[config.mk]
export PLATFORM = sky130hd
export DESIGN_NAME = uart_rx_oversampled
export DESIGN_NICKNAME = d
export VERILOG_FILES = /design/src/rtl/uart_pkg.sv /design/src/rtl/uart_baud_tick_gen.sv /design/src/rtl/uart_rx_oversampled.sv
export SDC_FILE = /design/constraint.sdc
export NUM_CORES = 1
export LEC_CHECK = 0
export ABC_CLOCK_PERIOD_IN_PS = 2600
export BUFFER_PORTS_ARGS = -buffer_cell sky130_fd_sc_hd__buf_2
export CORE_UTILIZATION = 59
export DETAILED_ROUTE_END_ITERATION = 7
export MAX_ROUTING_LAYER = met4
export PLACE_DENSITY = 0.81
export RECOVER_POWER = 25
export SYNTH_ARGS = -nofsm -noshare
export SYNTH_HDL_FRONTEND = slang
export SYNTH_SLANG_ARGS = --single-unit
[constraint.sdc]
create_clock -name clk -period 2.6 [get_ports clk]
set_input_delay 0.13 -clock clk [delete_from_list [all_inputs] [get_ports clk]]
set_output_delay 0.13 -clock clk [all_outputs]
set_load 0.02 [all_outputs]
[src/rtl/uart_pkg.sv]
// Shared types and constants for the oversampled UART receiver.
package uart_pkg;

  typedef enum logic [2:0] {
    WAIT_HIGH,
    IDLE,
    START,
    DATA,
    PARITY,
    STOP
  } uart_rx_state_e;

  localparam int unsigned OVERSAMPLE       = 16;
  localparam int unsigned SAMPLE_MID       = 8;
  localparam int unsigned DEFAULT_BAUD_DIV = 651;

endpackage

[src/rtl/uart_baud_tick_gen.sv]
// Oversample tick generator: free-running 0..DIV-1 counter, one-cycle tick at DIV-1,
// synchronous clear so the sample phase can be re-aligned to a start edge.
module uart_baud_tick_gen
  import uart_pkg::*;
#(
  parameter int unsigned DIV = DEFAULT_BAUD_DIV
) (
  input  logic clk,
  input  logic arst_n,
  input  logic i_clr,
  output logic o_tick
);

  localparam int unsigned CW = (DIV > 1) ? $clog2(DIV) : 1;

  logic [CW-1:0] r_cnt;
  logic          w_wrap;

  assign w_wrap = (r_cnt == CW'(DIV - 1));
  assign o_tick = w_wrap & ~i_clr;

  always_ff @(posedge clk or negedge arst_n) begin
    if (!arst_n) begin
      r_cnt <= '0;
    end else if (i_clr || w_wrap) begin
      r_cnt <= '0;
    end else begin
      r_cnt <= r_cnt + 1'b1;
    end
  end

endmodule

[src/rtl/uart_rx_oversampled.sv]
// 16x oversampled UART receiver (8N1, or 8E1 when UART_RX_PARITY_EN is defined) with
// 3-sample mid-bit majority vote and false-start rejection.
module uart_rx_oversampled #(
  parameter int unsigned CLK_FREQ   = 100_000_000,
  parameter int unsigned BAUD_RATE  = 9600,
  parameter int unsigned OVERSAMPLE = uart_pkg::OVERSAMPLE,
  parameter int unsigned DATA_WIDTH = 8
) (
  input  logic                  clk,
  input  logic                  arst_n,
  input  logic                  i_rx,
  output logic [DATA_WIDTH-1:0] o_data_out,
  output logic                  o_rx_done,
  output logic                  o_frame_err,
`ifdef UART_RX_PARITY_EN
  output logic                  o_parity_err,
`endif
  output logic                  o_busy
);

  import uart_pkg::*;

  localparam int unsigned DIV = CLK_FREQ / (BAUD_RATE * OVERSAMPLE);
  localparam int unsigned BW  = (DATA_WIDTH > 1) ? $clog2(DATA_WIDTH) : 1;

  logic                  r_rx_meta, r_rx_s;
  uart_rx_state_e        r_state, w_state_d;
  logic [3:0]            r_s_cnt, w_s_cnt_d;
  logic [BW-1:0]         r_bit_cnt, w_bit_cnt_d;
  logic [1:0]            r_samp, w_samp_d;
  logic [DATA_WIDTH-1:0] r_shift, w_shift_d;
  logic [DATA_WIDTH-1:0] r_data_out, w_data_d;
  logic                  r_rx_done, w_done_d;
  logic                  r_frame_err, w_ferr_d;
  logic                  r_busy, w_busy_d;
  logic                  w_clr, w_tick, w_vote, w_mid, w_end;
`ifdef UART_RX_PARITY_EN
  logic                  r_par_bad, w_par_bad_d;
  logic                  r_parity_err, w_perr_d;
`endif

  uart_baud_tick_gen #(
    .DIV (DIV)
  ) u_tick_gen (
    .clk    (clk),
    .arst_n (arst_n),
    .i_clr  (w_clr),
    .o_tick (w_tick)
  );

  // Third sample is taken live on the resolving tick.
  assign w_vote = (r_samp[0] & r_samp[1]) | (r_samp[0] & r_rx_s) | (r_samp[1] & r_rx_s);
  assign w_mid  = w_tick && (r_s_cnt == 4'(SAMPLE_MID + 1));
  assign w_end  = w_tick && (r_s_cnt == 4'(OVERSAMPLE - 1));

  always_comb begin
    w_state_d   = r_state;
    w_s_cnt_d   = r_s_cnt;
    w_bit_cnt_d = r_bit_cnt;
    w_samp_d    = r_samp;
    w_shift_d   = r_shift;
    w_data_d    = r_data_out;
    w_done_d    = 1'b0;
    w_ferr_d    = 1'b0;
    w_clr       = 1'b0;
`ifdef UART_RX_PARITY_EN
    w_par_bad_d = r_par_bad;
    w_perr_d    = 1'b0;
`endif

    if (w_tick) begin
      w_s_cnt_d = r_s_cnt + 4'd1;
      if (r_s_cnt == 4'(SAMPLE_MID - 1)) w_samp_d[0] = r_rx_s;
      if (r_s_cnt == 4'(SAMPLE_MID))     w_samp_d[1] = r_rx_s;
    end

    unique case (r_state)
      WAIT_HIGH: begin
        if (w_tick && r_rx_s) w_state_d = IDLE;
      end
      IDLE: begin
        if (!r_rx_s) begin
          w_clr     = 1'b1;
          w_s_cnt_d = 4'd0;
          w_state_d = START;
        end
      end
      START: begin
        if (w_mid && w_vote) begin
          w_state_d = IDLE;
        end else if (w_end) begin
          w_bit_cnt_d = '0;
          w_state_d   = DATA;
        end
      end
      DATA: begin
        if (w_mid) w_shift_d = {w_vote, r_shift[DATA_WIDTH-1:1]};
        if (w_end) begin
          if (r_bit_cnt == BW'(DATA_WIDTH - 1)) begin
`ifdef UART_RX_PARITY_EN
            w_state_d = PARITY;
`else
            w_state_d = STOP;
`endif
          end else begin
            w_bit_cnt_d = r_bit_cnt + 1'b1;
          end
        end
      end
      PARITY: begin
`ifdef UART_RX_PARITY_EN
        if (w_mid) w_par_bad_d = (w_vote != ^r_shift);
`endif
        if (w_end) w_state_d = STOP;
      end
      STOP: begin
        // Leave at mid-stop so a back-to-back start edge is not missed.
        if (w_mid) begin
          if (w_vote) begin
            w_data_d  = r_shift;
            w_done_d  = 1'b1;
`ifdef UART_RX_PARITY_EN
            w_perr_d  = r_par_bad;
`endif
            w_state_d = IDLE;
          end else begin
            w_ferr_d  = 1'b1;
            w_state_d = WAIT_HIGH;
          end
        end
      end
      default: w_state_d = WAIT_HIGH;
    endcase

    w_busy_d = !((w_state_d == IDLE) || (w_state_d == WAIT_HIGH));
  end

  always_ff @(posedge clk or negedge arst_n) begin
    if (!arst_n) begin
      r_rx_meta    <= 1'b1;
      r_rx_s       <= 1'b1;
      r_state      <= WAIT_HIGH;
      r_s_cnt      <= '0;
      r_bit_cnt    <= '0;
      r_samp       <= '0;
      r_shift      <= '0;
      r_data_out   <= '0;
      r_rx_done    <= 1'b0;
      r_frame_err  <= 1'b0;
      r_busy       <= 1'b0;
`ifdef UART_RX_PARITY_EN
      r_par_bad    <= 1'b0;
      r_parity_err <= 1'b0;
`endif
    end else begin
      r_rx_meta    <= i_rx;
      r_rx_s       <= r_rx_meta;
      r_state      <= w_state_d;
      r_s_cnt      <= w_s_cnt_d;
      r_bit_cnt    <= w_bit_cnt_d;
      r_samp       <= w_samp_d;
      r_shift      <= w_shift_d;
      r_data_out   <= w_data_d;
      r_rx_done    <= w_done_d;
      r_frame_err  <= w_ferr_d;
      r_busy       <= w_busy_d;
`ifdef UART_RX_PARITY_EN
      r_par_bad    <= w_par_bad_d;
      r_parity_err <= w_perr_d;
`endif
    end
  end

  assign o_data_out  = r_data_out;
  assign o_rx_done   = r_rx_done;
  assign o_frame_err = r_frame_err;
  assign o_busy      = r_busy;
`ifdef UART_RX_PARITY_EN
  assign o_parity_err = r_parity_err;
`endif

endmodule

==> key figures, run 1 <==
Place
  – Dpl ws: 0.600 ns
  – Dpl hpwl: roughly 2.5 mm
  – Placed cell count: 230
  – Number of buffers added on ports: 13
  – RD Place Congestion: 0.871

Cells and area
  – Area grow syn2layout: 8.76%
  – Final instance count without filler cells: 240
  – Final core utilization: 0.674
  – Number of diodes: 0
  – Layout cell share with drive strength beyond 1: 0.186
  – Fin nets: 203

Power and ir drop
  – Sw Ratio: 0.236
  – Clock share of power: 0.328
  – Net switching power figure: around 240 µW
  – Static leakage: ~0.0010 µW
  – Total power: approximately 1000 µW
  – Gate power share: 0.016
  – Register share of total power: 0.656
  – P_int: 783 µW
  – Worst vdd ir: 0.311 mV
  – PD cells: 452 nW/µm²

Outcome
  – Status: completed

Synthesis
  – Mean Syn Cell Area: 12.0 µm²
  – Cells after synthesis: roughly 170
  – Post-synth EDFFs: 0
  – Synth unique cells: 42
  – Asr flop ratio synth: 1.00
  – Ranking of synthesized cells by area: dfrtp_1, mux2_4, mux2_2
  – Yosys Warn Count: 0
  – Sequential area share after synthesis: 0.517
  – Syn nets: 183
  – Synth Cell Area: 2080 µm²
  – Area leader, netlist: dfrtp_1
  – Most used DFF post-synth: dfrtp_1
  – Yosys reg bits: 43
  – Post-synth top area share: 0.492

Clock tree
  – Num CTS Buffers: 5
  – Post-CTS Setup Bufs: 0
  – Max Buffers Root-to-Sink: 2
  – Clk slew on worst S/H paths: 0.13 ns
  – Worst-Skew Late Latency: 0.37 ns
  – Post-CTS Hold Buffers: 2
  – Post_cts resized: 0
  – H-tree levels: 2
  – CTS tree: built
  – Sink Count: between 40 and 50
  – CTS Root Cell: clkbuf_4

Drt
  – Vias per Instance: 5.90
  – Pre-antenna DRT Iters: 4
  – DRT iter0 DRCs: slightly above 100
  – WL per Instance: 15.0 µm
  – Detailed-route via count: 1,416
  – Antenna-violating nets left: 0
  – Detailed Route WL: 3.60 mm
  – DRC Markers: 0

Timing
  – Final-report hold violation count: 0
  – Period minus WS final: 2.04 ns
  – Setup Viol. Count Final: 0
  – Final Skew: 0.0115 ns
  – Slew @ Worst Pin: ~1 ns
  – Fin crit share: 0.785
  – Slew margin rel.: 0.326
  – Unrepaired setup endpoints after global routing: no
  – Max-slew violations: 0
  – Final worst setup slack: 0.560 ns
  – Max frequency: slightly below 0.5 GHz
  – Final setup TNS: 0 ns

GRT
  – Largest net degree at the start of global routing: 44
  – Initial antenna violation count: 0
  – Vias in the first global route: 1,350
  – First-pass GRT wire length: 5.93 mm
  – Tot GR Track Use: 0.230
  – Total congestion overflow: 0

Setup path
  – CP arrival: 2.30 ns
  – Critical path peak fanout: 7
  – Critical Path End Type: flop
  – Crit start category: flop
  – WS Path Type: reg2reg
  – Worst Path Required: 2.86 ns
  – Setup slack, reg-to-reg: between 0.5 and 0.6 ns

Floorplan
  – I/O pin count: 14
  – Chip height: between 60 and 70 µm
  – Total core area: 3360 µm²
  – Die W: 61.4 µm
  – Initial Utilization: 0.620
  – Die ar.: 3770 µm²
  – Cell row count: 21

Job
  – Max Cap Viol: 0

Min path
  – Worst Hold Class: reg2reg
metal layers:
layer  vias to the layer above  GRT usage  share of wire
met5                         -          -              0
met2                        33      0.371           0.50
li1                        665          -              -
met3                         8     0.0588          0.039
met1                       710      0.270           0.44
met4                         0      0.108          0.020
per-stage QoR:
| step | hold WS, ns | area, µm² |
|---|---|---|
| 2_1_floorplan | -0.166 | 2080 |
| 3_3_place_gp | 0.234 | 2200 |
| 3_5_place_dp | 0.236 | 2200 |
| 4_1_cts | 0.368 | 2280 |
| 5_1_grt | 0.374 | 2270 |
| 6_report | 0.366 | 2270 |
registers in the layout, indices dropped and copies added (netlist names), 2 cells and up:
signal            count
u_tick_gen.r_cnt     10
o_data_out            8
r_shift               8
r_s_cnt               4
r_bit_cnt             3
r_state               3
r_samp                2
worst max-delay path: stages, from the launching register on:
cell	delay (ns)
dfrtp_1	0.44
inv_1	0.08
ha_1	0.15
and4b_1	0.36
nand3_2	0.22
nor4_2	0.33
mux2_1	0.34
cell usage after synthesis, types with 2 or more instances:
cell / instances
dfrtp_1: 41
nor2_1: 19
nand2_1: 13
nand3_1: 9
mux2_2: 8
mux2_4: 8
xnor2_1: 8
ha_1: 7
o21ai_0: 6
inv_1: 4
nor3_1: 4
nor4_1: 4
o311ai_1: 3
xor2_1: 3
and4b_1: 2
clkbuf_1: 2
dfstp_2: 2
mux2_1: 2
nand3b_1: 2
nand4_1: 2
nand4b_1: 2
nor2b_1: 2
area by class of cell:
class,count,area (µm²)
Fill cell,268,1100
Sequential cell,43,1080
Multi-Input combinational cell,124,983
Timing Repair Buffer,15,71.3
Tap cell,46,57.6
Clock buffer,5,37.5
Clock inverter,3,23.8
Inverter,4,15.0
power by group through the flow:
stage | combinational, µW | sequential (µW) | clock (µW)
2_1_floorplan | 0.742 | 685 | 0
3_3_place_gp | 14.4 | 686 | 0
4_1_cts | 17.2 | 673 | 350
6_report | 16.3 | 673 | 336
5_1_grt | 19.7 | 674 | 376
3_5_place_dp | 15.0 | 686 | 0
placed cells by master, fill, tap and decap left out, drive strengths merged, types with 2 or more instances in the layout:
cell type,n
clkinvlp,2
xnor2,8
nand4,4
dfstp,2
nand3b,3
nor2b,2
o311ai,3
nor4,5
nor4b,2
dfrtp,41
ha,7
nand3,10
nand4b,2
inv,5
o21ai,7
dlygate4sd3,2
nor2,20
mux2,18
clkbuf,17
nor3,4
and4b,2
xor2,3
nand2,13
path summary, 6_finish.rpt:
| path | depth (start not counted) | start | end |
|---|---|---|---|
| max in group asynchronous | 2 | arst_n | r_s_cnt[1] |
| setup reg to reg | 6 | u_tick_gen.r_cnt[0] | r_samp[0] |
| min in group asynchronous | 2 | arst_n | r_bit_cnt[2] |
| hold / removal | 0 | r_rx_meta | r_rx_s |
| setup / recovery | 6 | u_tick_gen.r_cnt[0] | r_samp[0] |
| hold reg to reg | 0 | r_rx_meta | r_rx_s |
cells by family after synthesis:
kind of cell / after synthesis / share of synthesized area
DFF: 43 / 0.517
adders and majority gates: 8 / 0.0468
and+or+nand+nor: 72 / 0.218
buffers and inverters: 6 / 0.0108
AOI/OAI and AO/OA: 14 / 0.0444
xor gates and xnor gates: 11 / 0.0462
muxes: 19 / 0.116
No activity file was read; power rests on OpenSTA's default activity.
==> run 2: changes to the inputs <==
--- a/config.mk
+++ b/config.mk
@@ -5,12 +5,12 @@
 export SDC_FILE = /design/constraint.sdc
 export NUM_CORES = 1
 export LEC_CHECK = 0
-export ABC_CLOCK_PERIOD_IN_PS = 2600
+export ABC_CLOCK_PERIOD_IN_PS = 1700
 export BUFFER_PORTS_ARGS = -buffer_cell sky130_fd_sc_hd__buf_2
-export CORE_UTILIZATION = 59
+export CORE_UTILIZATION = 53
 export DETAILED_ROUTE_END_ITERATION = 7
 export MAX_ROUTING_LAYER = met4
-export PLACE_DENSITY = 0.81
+export PLACE_DENSITY = 0.77
 export RECOVER_POWER = 25
 export SYNTH_ARGS = -nofsm -noshare
 export SYNTH_HDL_FRONTEND = slang
==> constraint.sdc (replaced) <==
create_clock -name clk -period 1.7 [get_ports clk]
set_input_delay 0.085 -clock clk [delete_from_list [all_inputs] [get_ports clk]]
set_output_delay 0.085 -clock clk [all_outputs]
set_load 0.02 [all_outputs]
==> run 2 against run 1 <==
The run now ends with setup timing left. Routed wire length rose by 39%. Clock skew fell by 0.0061 ns. Global-route usage rose by 1.7 points. Flip-flop and latch count did not move. Sequential power rose by 53%. Clock power rose by 96%. Cell count rose by 16%. Sequential share of layout area fell by 8.9 points. Non-clock buffer count rose by 38. Fmax rose by 14%.
==> key figures, run 2 (same netlist as run 1, synthesis figures left out) <==
Timing
  – Period minus WS final: 1.79 ns (was 2.04 ns)
  – Unrepaired setup endpoints after global routing: yes (was no)
  – Max-slew violations: 0 (unchanged)
  – Max frequency: 0.559 GHz (was 0.490 GHz)
  – Final-report hold violation count: 0 (unchanged)
  – Final worst setup slack: -0.0888 ns (was 0.560 ns)
  – Slew margin rel.: 0.245 (was 0.326)
  – Setup Viol. Count Final: 33 (was 0)
  – Final Skew: 0.00540 ns (was 0.0115 ns)
  – Fin Hold WS: 0.364 ns (was 0.366 ns)
  – Fin crit share: 1.05 (was 0.785)
  – Slew @ Worst Pin: 1.13 ns (was 1.01 ns)

Min path
  – Worst Hold Class: reg2reg (unchanged)

Cells and area
  – Design area: 2790 µm² (was 2270 µm²)
  – Number of diodes: 0 (unchanged)
  – Fill cells: 233 (was 268)
  – Final instance count without filler cells: 279 (was 240)
  – Commonest non-fill, non-tap cell in the layout: dfrtp_1 (unchanged)
  – Top reg by flops: u_tick_gen.r_cnt (unchanged)
  – Max FFs per register: 10 (unchanged)
  – Layout cell share with drive strength beyond 1: 0.433 (was 0.186)
  – Area grow syn2layout: 33.8% (was 8.76%)
  – Final core utilization: 0.751 (was 0.674)
  – Most frequent cells in the layout: dfrtp_1, buf_4, nor2_1, mux2_4, nand2_1 (was dfrtp_1, nor2_1, nand2_1, clkbuf_1, nand3_1)
  – Area taken by multi-input logic gates: 1140 µm² (was 983 µm²)
  – Reg area: 1080 µm² (unchanged)
  – Fin nets: 241 (was 203)

GRT
  – First-pass GRT wire length: 7.54 mm (was 5.93 mm)
  – Largest net degree at the start of global routing: 25 (was 44)
  – Total congestion overflow: 0 (unchanged)
  – Tot GR Track Use: 0.247 (was 0.230)
  – Initial antenna violation count: 0 (unchanged)
  – Vias in the first global route: 1,633 (was 1,350)

Drt
  – DRT iter0 DRCs: 73 (was 102)
  – Detailed Route WL: 5.01 mm (was 3.60 mm)
  – Antenna-violating nets left: 0 (unchanged)
  – WL per Instance: 17.9 µm (was 15.0 µm)
  – Detailed-route via count: 1,605 (was 1,416)
  – DRC Markers: 0 (unchanged)
  – Vias per Instance: 5.75 (was 5.90)
  – Pre-antenna DRT Iters: 5 (was 4)

Floorplan
  – I/O pin count: 14 (unchanged)
  – Total core area: 3720 µm² (was 3360 µm²)
  – Cell row count: 22 (was 21)
  – Chip height: 64.7 µm (was 61.4 µm)
  – Die ar.: 4190 µm² (was 3770 µm²)
  – Initial Utilization: 0.561 (was 0.620)
  – Die W: 64.7 µm (was 61.4 µm)

Place
  – RD Place Congestion: 0.931 (was 0.871)
  – Dpl hpwl: 3.22 mm (was 2.55 mm)
  – Placed cell count: 262 (was 230)
  – Number of buffers added on ports: 13 (unchanged)
  – Post-placement cell area: 2470 µm² (was 2200 µm²)

Clock tree
  – Sink Count: 43 (unchanged)
  – Clk slew on worst S/H paths: 0.07 ns (was 0.13 ns)
  – Num CTS Buffers: 5 (unchanged)
  – H-tree levels: 2 (unchanged)
  – CTS Root Cell: clkbuf_8 (was clkbuf_4)
  – CTS tree: built (unchanged)
  – Max Buffers Root-to-Sink: 2 (unchanged)
  – Worst-Skew Late Latency: 0.30 ns (was 0.37 ns)

Setup path
  – Critical Path End Type: flop (unchanged)
  – Critical path peak fanout: 8 (was 7)
  – Worst Path Required: 1.88 ns (was 2.86 ns)
  – WS Path Type: reg2reg (unchanged)
  – CP arrival: 1.97 ns (was 2.30 ns)
  – Crit start category: flop (unchanged)

Job
  – Max Cap Viol: 0 (unchanged)

Outcome
  – Status: complete, but fails checks (was completed)
  – Failing checks: setup timing

Power and ir drop
  – Total power: 1720 µW (was 1030 µW)
  – Worst vdd ir: 0.505 mV (was 0.311 mV)
  – PD cells: 616 nW/µm² (was 452 nW/µm²)
  – Static leakage: 0.00132 µW (was 0.00104 µW)
==> run 2: cell count changes in the layout (fill, tap and decap cells not counted), moves of 5 or more <==
| cell | previous run | this run |
|---|---|---|
| clkbuf_8 | 0 | 6 |
| clkbuf_4 | 5 | 0 |
| buf_2 | 1 | 12 |
| buf_4 | 0 | 32 |
| clkbuf_1 | 11 | 1 |
| mux2_4 | 8 | 15 |
| mux2_2 | 8 | 2 |
==> run 2: layer usage <==
| layer | up-vias | global-route usage | part of all wire |
|---|---|---|---|
| li1 | 733 | - | - |
| met1 | 804 | 0.285 | 0.40 |
| met2 | 47 | 0.413 | 0.51 |
| met3 | 21 | 0.0440 | 0.036 |
| met4 | 0 | 0.125 | 0.045 |
| met5 | - | - | 0 |
==> run 2: worst max-delay path: stages, from the launching register on <==
cell      delay (ns)
dfrtp_1         0.39
inv_1           0.06
ha_1            0.15
and4b_2         0.29
nand4_4         0.13
nand3b_4        0.30
mux2_4          0.35
==> run 2: through the flow <==
step / setup slack [ns] / TNS [ns]
5_1_grt: -0.141 / -3.82
4_1_cts: -0.100 / -1.47
6_report: -0.0888 / -1.59
3_3_place_gp: -0.0864 / -1.41
2_1_floorplan: -0.113 / -1.75
3_5_place_dp: -0.204 / -2.62
==> run 2: final timing paths <==
kind	startpoint	endpoint	slack, ns	depth (start not counted)
hold / removal	r_rx_meta	r_rx_s	0.36	0
hold reg to reg	r_rx_meta	r_rx_s	0.36	0
setup / recovery	u_tick_gen.r_cnt[0]	r_shift[5]	-0.09	6
min in group asynchronous	arst_n	o_data_out[2]	0.54	2
setup reg to reg	u_tick_gen.r_cnt[0]	r_shift[5]	-0.09	6
max in group asynchronous	arst_n	r_rx_s	0.39	3
==> run 2: power breakdown <==
| part | switching (µW) | internal, µW | leakage [µW] |
|---|---|---|---|
| registers | 2.65 | 1030 | 0.000580 |
| clock network | 339 | 319 | 0.0000470 |
| logic | 22.1 | 9.48 | 0.000696 |
| total | 363 | 1350 | 0.00132 |
==> run 2: what timing repair did <==
item	4_1_cts	5_1_grt
pin swaps	5	5
endpoints found under the setup margin	23	25
cloned	0	0
hold buffers	2	0
endpoints found under the hold margin	20	0
setup buffers	4	4
resized for setup	10	23
==> run 2: cell type report <==
| type | instances | area share |
|---|---|---|
| Clock buffer | 6 | 0.0296 |
| Clock inverter | 1 | 0.00179 |
| Inverter | 4 | 0.00538 |
| Multi-Input combinational cell | 124 | 0.408 |
| Sequential cell | 43 | 0.387 |
| Tap cell | 48 | 0.0215 |
| Timing Repair Buffer | 53 | 0.147 |
==> run 3: changes to the inputs <==
--- a/config.mk
+++ b/config.mk
@@ -5,8 +5,10 @@
 export SDC_FILE = /design/constraint.sdc
 export NUM_CORES = 1
 export LEC_CHECK = 0
+export ABC_AREA = 1
 export ABC_CLOCK_PERIOD_IN_PS = 1700
 export BUFFER_PORTS_ARGS = -buffer_cell sky130_fd_sc_hd__buf_2
+export CAP_MARGIN = 0
 export CORE_UTILIZATION = 53
 export DETAILED_ROUTE_END_ITERATION = 7
 export MAX_ROUTING_LAYER = met4
==> run 3 against run 2 <==
The run now ends clean. First-iteration DRC count up 40%. Setup slack better by 0.23 ns. Critical endpoint is now r_shift[0]. Flip-flop and latch count unchanged. Clock-buffer cell count unchanged. Die area up 0.63%. Largest cell class is now flip-flops and latches. Clock skew down 0.00084 ns. Cell count up 11%. Core utilization down 11 points. Sequential share of layout area up 6.4 points. Highest routed layer unchanged. Critical path type unchanged.
==> key figures, run 3 <==
Outcome
  – Status: completed (was complete, but fails checks)

Floorplan
  – Total core area: 3720 µm² (unchanged)
  – I/O pin count: 14 (unchanged)
  – Die ar.: 4210 µm² (was 4190 µm²)
  – Cell row count: 22 (unchanged)
  – Chip height: 64.9 µm (was 64.7 µm)
  – Initial Utilization: 0.565 (was 0.561)
  – Die W: 64.9 µm (was 64.7 µm)

Synthesis
  – Multiplexer share of the synthesized area: 0 (was 0.116)
  – Post-synth top cells: nand2_1, dfrtp_1, inv_1 (was dfrtp_1, nor2_1, nand2_1)
  – Post-synth top area share: 0.489 (was 0.492)
  – Simple-gate share of the synthesized area: 0.256 (was 0.218)
  – Asr flop ratio synth: 1.00 (unchanged)
  – Cells after synthesis: 235 (was 173)
  – Compound-Gate Fraction of Synth Area: 0.108 (was 0.0444)
  – Sequential area share after synthesis: 0.514 (was 0.517)
  – XOR/XNOR Fraction of Synth Area: 0 (was 0.0462)
  – Main combinational cell family by area after synthesis: simple AND/OR/NAND/NOR gates (unchanged)
  – Yosys reg bits: 43 (unchanged)
  – Synth Cell Area: 2100 µm² (was 2080 µm²)
  – Area leader, netlist: dfrtp_1 (unchanged)
  – Most used DFF post-synth: dfrtp_1 (unchanged)
  – Post-synth EDFFs: 0 (unchanged)
  – Synth unique cells: 31 (was 42)
  – Yosys Warn Count: 0 (unchanged)
  – Post-synthesis adder-cell area fraction: 0.0417 (was 0.0468)
  – Syn nets: 245 (was 183)
  – Mean Syn Cell Area: 8.93 µm² (was 12.0 µm²)
  – Ranking of synthesized cells by area: dfrtp_1, nand2_1, inv_1 (was dfrtp_1, mux2_4, mux2_2)
  – Most frequent cell after synthesis: nand2_1 (was dfrtp_1)

Cells and area
  – Top reg by flops: u_tick_gen.r_cnt (unchanged)
  – Fin nets: 272 (was 241)
  – Max FFs per register: 10 (unchanged)
  – Most frequent cells in the layout: nand2_1, dfrtp_1, inv_1, nor2_1, buf_2 (was dfrtp_1, buf_4, nor2_1, mux2_4, nand2_1)
  – Number of diodes: 0 (unchanged)
  – Layout cell share with drive strength beyond 1: 0.209 (was 0.433)
  – Area grow syn2layout: 14.1% (was 33.8%)
  – Final instance count without filler cells: 311 (was 279)
  – Design area: 2390 µm² (was 2790 µm²)
  – Commonest non-fill, non-tap cell in the layout: nand2_1 (was dfrtp_1)

GRT
  – Tot GR Track Use: 0.208 (was 0.247)
  – First-pass GRT wire length: 6.38 mm (was 7.54 mm)
  – Initial antenna violation count: 0 (unchanged)
  – Total congestion overflow: 0 (unchanged)
  – Vias in the first global route: 1,463 (was 1,633)
  – Largest net degree at the start of global routing: 44 (was 25)

Clock tree
  – Worst-Skew Late Latency: 0.29 ns (was 0.30 ns)
  – Sink Count: 43 (unchanged)
  – H-tree levels: 2 (unchanged)
  – Max Buffers Root-to-Sink: 2 (unchanged)
  – CTS tree: built (unchanged)
  – Clk slew on worst S/H paths: 0.08 ns (was 0.07 ns)
  – Num CTS Buffers: 5 (unchanged)
  – CTS Root Cell: clkbuf_8 (unchanged)

Drt
  – Vias per Instance: 5.07 (was 5.75)
  – DRC Markers: 0 (unchanged)
  – Antenna-violating nets left: 0 (unchanged)
  – DRT iter0 DRCs: 102 (was 73)
  – Detailed-route via count: 1,578 (was 1,605)
  – Pre-antenna DRT Iters: 4 (was 5)
  – WL per Instance: 11.5 µm (was 17.9 µm)
  – Detailed Route WL: 3.58 mm (was 5.01 mm)

Place
  – Number of buffers added on ports: 13 (unchanged)
  – Post-placement cell area: 2240 µm² (was 2470 µm²)
  – Dpl hpwl: 2.50 mm (was 3.22 mm)
  – Placed cell count: 299 (was 262)
  – RD Place Congestion: 0.837 (was 0.931)
  – Dpl ws: 0.0407 ns (was -0.204 ns)

Setup path
  – CP arrival: 1.77 ns (was 1.97 ns)
  – Critical path peak fanout: 8 (unchanged)
  – Critical Path End Type: flop (unchanged)
  – Worst Path Required: 1.91 ns (was 1.88 ns)
  – WS Path Type: reg2reg (unchanged)
  – Crit start category: flop (unchanged)

Job
  – Max Cap Viol: 0 (unchanged)

Power and ir drop
  – Worst vdd ir: 0.647 mV (was 0.505 mV)
  – PD cells: 704 nW/µm² (was 616 nW/µm²)
  – Static leakage: 0.00119 µW (was 0.00132 µW)
  – Total power: 1690 µW (was 1720 µW)

Timing
  – Fin crit share: 0.915 (was 1.05)
  – Slew @ Worst Pin: 1.01 ns (was 1.13 ns)
  – Setup Viol. Count Final: 0 (was 33)
  – Final-report hold violation count: 0 (unchanged)
  – Unrepaired setup endpoints after global routing: no (was yes)
  – Max frequency: 0.643 GHz (was 0.559 GHz)
  – Slew margin rel.: 0.325 (was 0.245)
  – Final Skew: 0.00456 ns (was 0.00540 ns)
  – Period minus WS final: 1.56 ns (was 1.79 ns)
  – Final setup TNS: 0 ns (was -1.59 ns)
  – Final worst setup slack: 0.144 ns (was -0.0888 ns)
  – Max-slew violations: 0 (unchanged)

Min path
  – Worst Hold Class: reg2reg (unchanged)
[run 3: cell count changes in the layout (fill, tap and decap cells not counted), sizes merged, moves of 8 or more]
cell   change
nand2     +41
inv       +33
buf       -31
mux2      -18
o21ai     +15
nor2       +8
xnor2      -8
[run 3: final timing paths]
check / start / to / slack [ns] / depth (start not counted)
setup / recovery: r_s_cnt[1] / r_shift[0] / 0.14 / 7
hold / removal: r_rx_meta / r_rx_s / 0.36 / 0
setup reg to reg: r_s_cnt[1] / r_shift[0] / 0.14 / 7
hold reg to reg: r_rx_meta / r_rx_s / 0.36 / 0
max in group asynchronous: arst_n / u_tick_gen.r_cnt[9] / 0.50 / 3
min in group asynchronous: arst_n / r_s_cnt[2] / 0.57 / 3
[run 3: critical path: stages, from the launching register on]
cell	delay, ns
dfrtp_1	0.40
inv_1	0.10
ha_1	0.14
and3_1	0.32
nand3_4	0.15
nor2_4	0.21
nand2_1	0.07
o21ai_0	0.08
[run 3: report_power, final]
group / leakage (µW) / internal, µW / total, µW / switching [µW]
sequential: 0.000580 / 1030 / 1030 / 1.16
clock: 0.0000412 / 287 / 631 / 344
combinational: 0.000571 / 6.08 / 27.3 / 21.2
[run 3: area by class of cell]
type,count,area [µm²]
fill,314,1320
sequential,43,1080
multi-input combinational,153,882
timing repair buffer,22,148
inverter,37,141
clock buffer,6,72.6
tap,48,60.1
clock inverter,2,12.5
[run 3: logic make-up (layout without fill, tap and decap cells)]
| family | Yosys count | count (layout) |
|---|---|---|
| DFF | 43 | 43 |
| and+or+nand+nor | 110 | 111 |
| buffers and inverters | 40 | 67 |
| adders and majority gates | 7 | 7 |
| AOI/OAI and AO/OA | 35 | 35 |
[run 3: per-layer routing]
metal  track usage  vias up  part of all wire
met2         0.299       20              0.44
met3        0.0475        6             0.034
met1         0.283      739              0.51
met4        0.0833        0             0.016
li1              -      813                 -
met5             -        -                 0
[run 3: timing repair]
action	in CTS	in global routing
endpoints found under the hold margin	42	0
setup buffers	0	1
hold buffers	2	0
resized for setup	0	5
setup endpoints to repair	0	20
[run 3: per-stage QoR]
stage | util | hold slack [ns]
3_3_place_gp | 0.603 | 0.190
4_1_cts | 0.631 | 0.358
2_1_floorplan | - | -0.211
3_5_place_dp | 0.603 | 0.188
6_report | 0.644 | 0.358
5_1_grt | 0.644 | 0.369
